`src/rtl/dtree_pkg.sv`:
```
// Shared definitions for the decision-tree classifier, its byte-serial front end
// and the benches that drive them.
package dtree_pkg;

    localparam int NUM_FEATURES = 16;
    localparam int FEAT_W       = 8;
    localparam int CLASS_W      = 4;

    typedef enum logic {
        ST_LOAD,
        ST_EVAL
    } streamer_state_e;

endpackage

```
`src/rtl/dtree_result_slot.sv`:
```
// One-entry valid/ready holding register for a classified sample {index, class}.
// 'free' is high when a new result may be written this cycle.
module dtree_result_slot #(
    parameter int CLASS_W = dtree_pkg::CLASS_W,
    parameter int IDX_W   = 16
) (
    input  logic               clk,
    input  logic               rst,
    input  logic               load,
    input  logic [CLASS_W-1:0] d_class,
    input  logic [IDX_W-1:0]   d_index,
    input  logic               m_ready,
    output logic               m_valid,
    output logic [CLASS_W-1:0] m_class,
    output logic [IDX_W-1:0]   m_index,
    output logic               free
);

    // A draining slot can take a new result in the same cycle.
    assign free = !m_valid || m_ready;

    // NOTE: registers use non-blocking assignments so every flop samples pre-edge values.
    always_ff @(posedge clk) begin
        if (rst) begin
            m_valid <= 1'b0;
            m_class <= '0;
            m_index <= '0;
        end else if (load) begin
            m_valid <= 1'b1;
            m_class <= d_class;
            m_index <= d_index;
        end else if (m_ready) begin
            m_valid <= 1'b0;
        end
    end

endmodule

```
`src/rtl/dtree_sample_streamer.sv`:
```
// Deserialises a valid/ready feature byte stream for the combinational tree,
// waits for it to settle and returns {sample index, class} on a result channel.
module dtree_sample_streamer #(
    parameter int NUM_FEATURES  = dtree_pkg::NUM_FEATURES,
    parameter int FEAT_W        = dtree_pkg::FEAT_W,
    parameter int CLASS_W       = dtree_pkg::CLASS_W,
    parameter int SETTLE_CYCLES = 1,
    parameter int IDX_W         = 16
) (
    input  logic                           clk,
    input  logic                           rst,
    input  logic                           s_valid,
    output logic                           s_ready,
    input  logic [FEAT_W-1:0]              s_data,
    input  logic                           s_last,
    output logic [NUM_FEATURES*FEAT_W-1:0] feat_flat,
    input  logic [CLASS_W-1:0]             class_in,
    output logic                           m_valid,
    input  logic                           m_ready,
    output logic [CLASS_W-1:0]             m_class,
    output logic [IDX_W-1:0]               m_index,
    output logic                           err_len
);
    import dtree_pkg::*;

    localparam int PTR_W = (NUM_FEATURES > 1) ? $clog2(NUM_FEATURES) : 1;
    localparam int SET_W = $clog2(SETTLE_CYCLES + 1);
    localparam logic [PTR_W-1:0] LAST_PTR = PTR_W'(NUM_FEATURES - 1);
    localparam logic [SET_W-1:0] SETTLED  = SET_W'(SETTLE_CYCLES);

    streamer_state_e                        state;
    logic [PTR_W-1:0]                       ptr;
    logic                                   dropping;
    logic [SET_W-1:0]                       settle_cnt;
    logic [NUM_FEATURES-1:0][FEAT_W-1:0]    feat_q;
    logic [IDX_W-1:0]                       sample_cnt;
    logic                                   slot_free;
    logic                                   capture;

    assign feat_flat = feat_q;
    assign capture   = (state == ST_EVAL) && (settle_cnt == SETTLED) && slot_free;

    always_ff @(posedge clk) begin
        if (rst) begin
            state      <= ST_LOAD;
            s_ready    <= 1'b1;
            ptr        <= '0;
            dropping   <= 1'b0;
            settle_cnt <= '0;
            // NOTE: the feature bank is reset because it drives the tree directly and must start at zero.
            feat_q     <= '0;
            sample_cnt <= '0;
            err_len    <= 1'b0;
        end else begin
            case (state)
                ST_LOAD: begin
                    if (s_valid && s_ready) begin
                        if (dropping) begin
                            // Discard the tail of an over-long sample up to its s_last.
                            if (s_last) dropping <= 1'b0;
                        end else begin
                            feat_q[ptr] <= s_data;
                            if (ptr == LAST_PTR) begin
                                ptr <= '0;
                                if (s_last) begin
                                    state      <= ST_EVAL;
                                    s_ready    <= 1'b0;
                                    settle_cnt <= '0;
                                end else begin
                                    err_len  <= 1'b1;
                                    dropping <= 1'b1;
                                end
                            end else if (s_last) begin
                                err_len <= 1'b1;
                                ptr     <= '0;
                            end else begin
                                ptr <= ptr + PTR_W'(1);
                            end
                        end
                    end
                end
                ST_EVAL: begin
                    if (settle_cnt != SETTLED) begin
                        settle_cnt <= settle_cnt + SET_W'(1);
                    end else if (capture) begin
                        state      <= ST_LOAD;
                        s_ready    <= 1'b1;
                        sample_cnt <= sample_cnt + IDX_W'(1);
                    end
                end
                default: state <= ST_LOAD;
            endcase
        end
    end

    dtree_result_slot #(
        .CLASS_W (CLASS_W),
        .IDX_W   (IDX_W)
    ) u_slot (
        .clk     (clk),
        .rst     (rst),
        .load    (capture),
        .d_class (class_in),
        .d_index (sample_cnt),
        .m_ready (m_ready),
        .m_valid (m_valid),
        .m_class (m_class),
        .m_index (m_index),
        .free    (slot_free)
    );

endmodule

```
`config.mk`:
```
export PLATFORM = sky130hd
export DESIGN_NAME = dtree_sample_streamer
export DESIGN_NICKNAME = d
export VERILOG_FILES = /design/src/rtl/dtree_pkg.sv /design/src/rtl/dtree_result_slot.sv /design/src/rtl/dtree_sample_streamer.sv
export SDC_FILE = /design/constraint.sdc
export NUM_CORES = 1
export LEC_CHECK = 0
export ABC_AREA = 1
export BUFFER_PORTS_ARGS = -buffer_cell sky130_fd_sc_hd__clkbuf_2
export CELL_PAD_IN_SITES_DETAIL_PLACEMENT = 1
export CELL_PAD_IN_SITES_GLOBAL_PLACEMENT = 1
export CORE_MARGIN = 1.5
export CORE_UTILIZATION = 38
export DETAILED_ROUTE_END_ITERATION = 8
export PLACE_DENSITY_LB_ADDON = 0.1
export REMOVE_ABC_BUFFERS = 1
export SYNTH_ARGS = -nofsm -noshare
export SYNTH_HDL_FRONTEND = slang
export SYNTH_SLANG_ARGS = --single-unit
```
`constraint.sdc`:
```
create_clock -name clk -period 1.7 [get_ports clk]
set_input_delay 0.17 -clock clk [delete_from_list [all_inputs] [get_ports clk]]
set_output_delay 0.17 -clock clk [all_outputs]
set_load 0.01 [all_outputs]
```
==> impl_metrics.toml <==
[worst_setup_path]
endpoint_kind = "flip-flop"
path_class = "flip-flop to flip-flop"
crit_slowest_cell = "dfxtp_1"
path_cells = "inv_1 > ha_1 > inv_1 > nor2_1 > nand2_1 > nand2_1 > a21oi_1"
max_stage_delay_ps = 350
critPathRequiredTime_ps = 1990
cp_max_fo = 8
arrival_ps = 1870
cp-start-kind = "flip-flop"

[cells_and_area]
finalNetCount = 1056
stdcell_count = 1267
num-fill-cells = 2141
diodes = 0
areaGrowthSynthToFinish_pct = 27.7
drive_gt1_frac = 0.230

[timing]
slew_headroom = 0.623
rsz0062_at_grt = "true"
finalSetupViolCount = 0
fin_skew_ps = 6.47
finalCritPeriodShare = 0.926
worst_slew_pin_slew_ps = 566
maxSlewViolCount = 0
fmax_mhz = 635
hold_violations = 0
setup_tns_ps = 0
min_period_ps = 1570

[clock_network]
clockBufferDepth = 2
clkTransAtPathRegs_ps = 60
cts_tree = "done"
cts_buffers = 17
clkSinkCount = 174
htreeDepth = 4
root_buffer = "clkbuf_16"
clk_latency_ps = 420

[logic_synthesis]
syn_area_um2 = 6560
synth_top_area_share = 0.531
synth_top_area_cell = "dfxtp_1"
syn_avg_cell_area_um2 = 7.62
yosys_warnings = 0
synth_common_cells = "183 x nand2_1, 174 x dfxtp_1, 125 x a21oi_1"
ys_seq_elements = 174
synth.most_common_cell = "nand2_1"
async_reset_ff_frac = 0
ys_types = 26
synth_edf_count = 0
synthFlopType = "dfxtp_1"
syn_inst = 861
synth.area.top_cells = "dfxtp_1 53%, nand2_1 10%, a21oi_1 9.5%, nor2_1 6.3%, nand3_1 5.9%"
yosysSeqAreaShare = 0.531

[run_status]
status = "finished, final reports clean"

[detailed_routing]
via_count = 6300
wirelength_mm = 20.0
route.detailed.drc = 0
dr.pass1.iters = 4
drt.antenna.violating_nets = 0
vias_per_cell = 4.97
routedWlPerCell_um = 15.8
drtIter0Drc = 251

[placed_design]
placed_cells = 1231
dp_hpwl_mm = 13.5
gp_congestion = 0.773
port_buffers = 167

[grt]
antenna_found_initial = 0
grt_pass1_wl_mm = 31.8
grt_max_degree = 73
grt_use_total = 0.221
grt_pass1_vias = 6146
overflow = 0

[floorplanning]
rows = 47
start_util = 0.393
dieArea_um2 = 18100
io_pins = 168
core_area_um2 = 16700
die_w_um = 134
die_h_um = 134

[pwr]
power.density_nw_per_um2 = 997
ir_worst_vdd_v = 0.000699
p_leak_nw = 3.41

[job]
cap_violations = 0

[min_path]
hold_path.class = "primary input to flip-flop"
-- metrics by stage --
stage,power [mW],setup slack (ps),instance area [um2],utilization,hold slack (ps)
after floorplan,4.38,-1070,6380,-,239
after global placement,4.63,31.0,7700,0.461,403
after detailed placement,4.63,-60.1,7700,0.461,426
after CTS,8.41,22.3,8300,0.497,3.44
after global routing,8.64,-42.6,8380,0.501,35.8
final,8.35,126,8380,0.501,18.0
-- report_power, final --
group / switching [mW] / internal, mW
registers: 0.0207 / 4.11
clock network: 1.59 / 2.19
logic: 0.303 / 0.129
-- final timing paths --
| path | from | slack [ps] | endpoint | cells past startpoint |
|---|---|---|---|---|
| hold / removal | class_in[1] | 20 | u_slot.m_class[1]$_SDFFE_PP0N_ | 3 |
| setup reg to reg | ptr[0]$_SDFFE_PP0P_ | 130 | feat_flat[17]$_SDFFE_PP0P_ | 7 |
| hold reg to reg | feat_flat[98]$_SDFFE_PP0P_ | 440 | feat_flat[98]$_SDFFE_PP0P_ | 2 |
| setup / recovery | ptr[0]$_SDFFE_PP0P_ | 130 | feat_flat[17]$_SDFFE_PP0P_ | 7 |
-- cells by family (layout without fill, tap and decap cells) --
family,Yosys count,count (layout),synth area share
xor+xnor,1,1,0.00134
simple gates,389,389,0.248
buf+inv,99,285,0.0609
compound gates,193,193,0.149
flops,174,174,0.531
fa+ha+maj,5,5,0.00954
-- area by class of cell --
class | instances | area [um2] | area share
Multi-Input combinational cell | 588 | 2710 | 0.324
Inverter | 59 | 230 | 0.0275
Tap cell | 220 | 275 | 0.0329
Clock buffer | 21 | 450 | 0.0538
Sequential cell | 174 | 3480 | 0.416
Clock inverter | 11 | 118 | 0.0140
Timing Repair Buffer | 194 | 1100 | 0.132
-- layout by cell type (no fill, tap or decap), drive strengths merged, types with 4 or more instances in the layout --
| master | instances |
|---|---|
| ha | 5 |
| a21oi | 126 |
| buf | 25 |
| nor3 | 4 |
| clkbuf | 188 |
| clkinv | 8 |
| dfxtp | 174 |
| inv | 57 |
| nor2 | 111 |
| nand4 | 8 |
| nand3 | 80 |
| nand2 | 185 |
| o21ai | 64 |
-- sequential cells by signal, summed over array words and instances, names as in the netlist --
name,cells
state,1
s_ready,1
dropping,1
sample_cnt,16
ptr,4
settle_cnt,1
err_len,1
u_slot.m_index,16
u_slot.m_class,4
feat_flat,128
u_slot.m_valid,1
-- critical path: cells and delay by family, from the launching register on --
family / cells / cell delay [ps]
AOI/OAI and AO/OA: 1 / 60
buffers and inverters: 2 / 210
DFF: 1 / 350
and+or+nand+nor: 3 / 500
adders and majority gates: 1 / 310
-- per-layer routing --
layer / up-vias / share of wire / global-route usage
met5: - / 0 / 0
met4: 0 / 0.0096 / 0.0562
met3: 15 / 0.050 / 0.0506
met2: 141 / 0.47 / 0.366
met1: 2976 / 0.47 / 0.292
li1: 3168 / - / -
-- what timing repair did --
action / 4_1_cts / 5_1_grt
hold endpoints to repair: 2 / 0
gates cloned: 0 / 1
buffers inserted: 0 / 1
resized for setup: 1 / 15
endpoints found under the setup margin: 8 / 69
hold buffers: 2 / 0
pin swaps: 0 / 1
No activity file was read; power rests on OpenSTA's default activity.
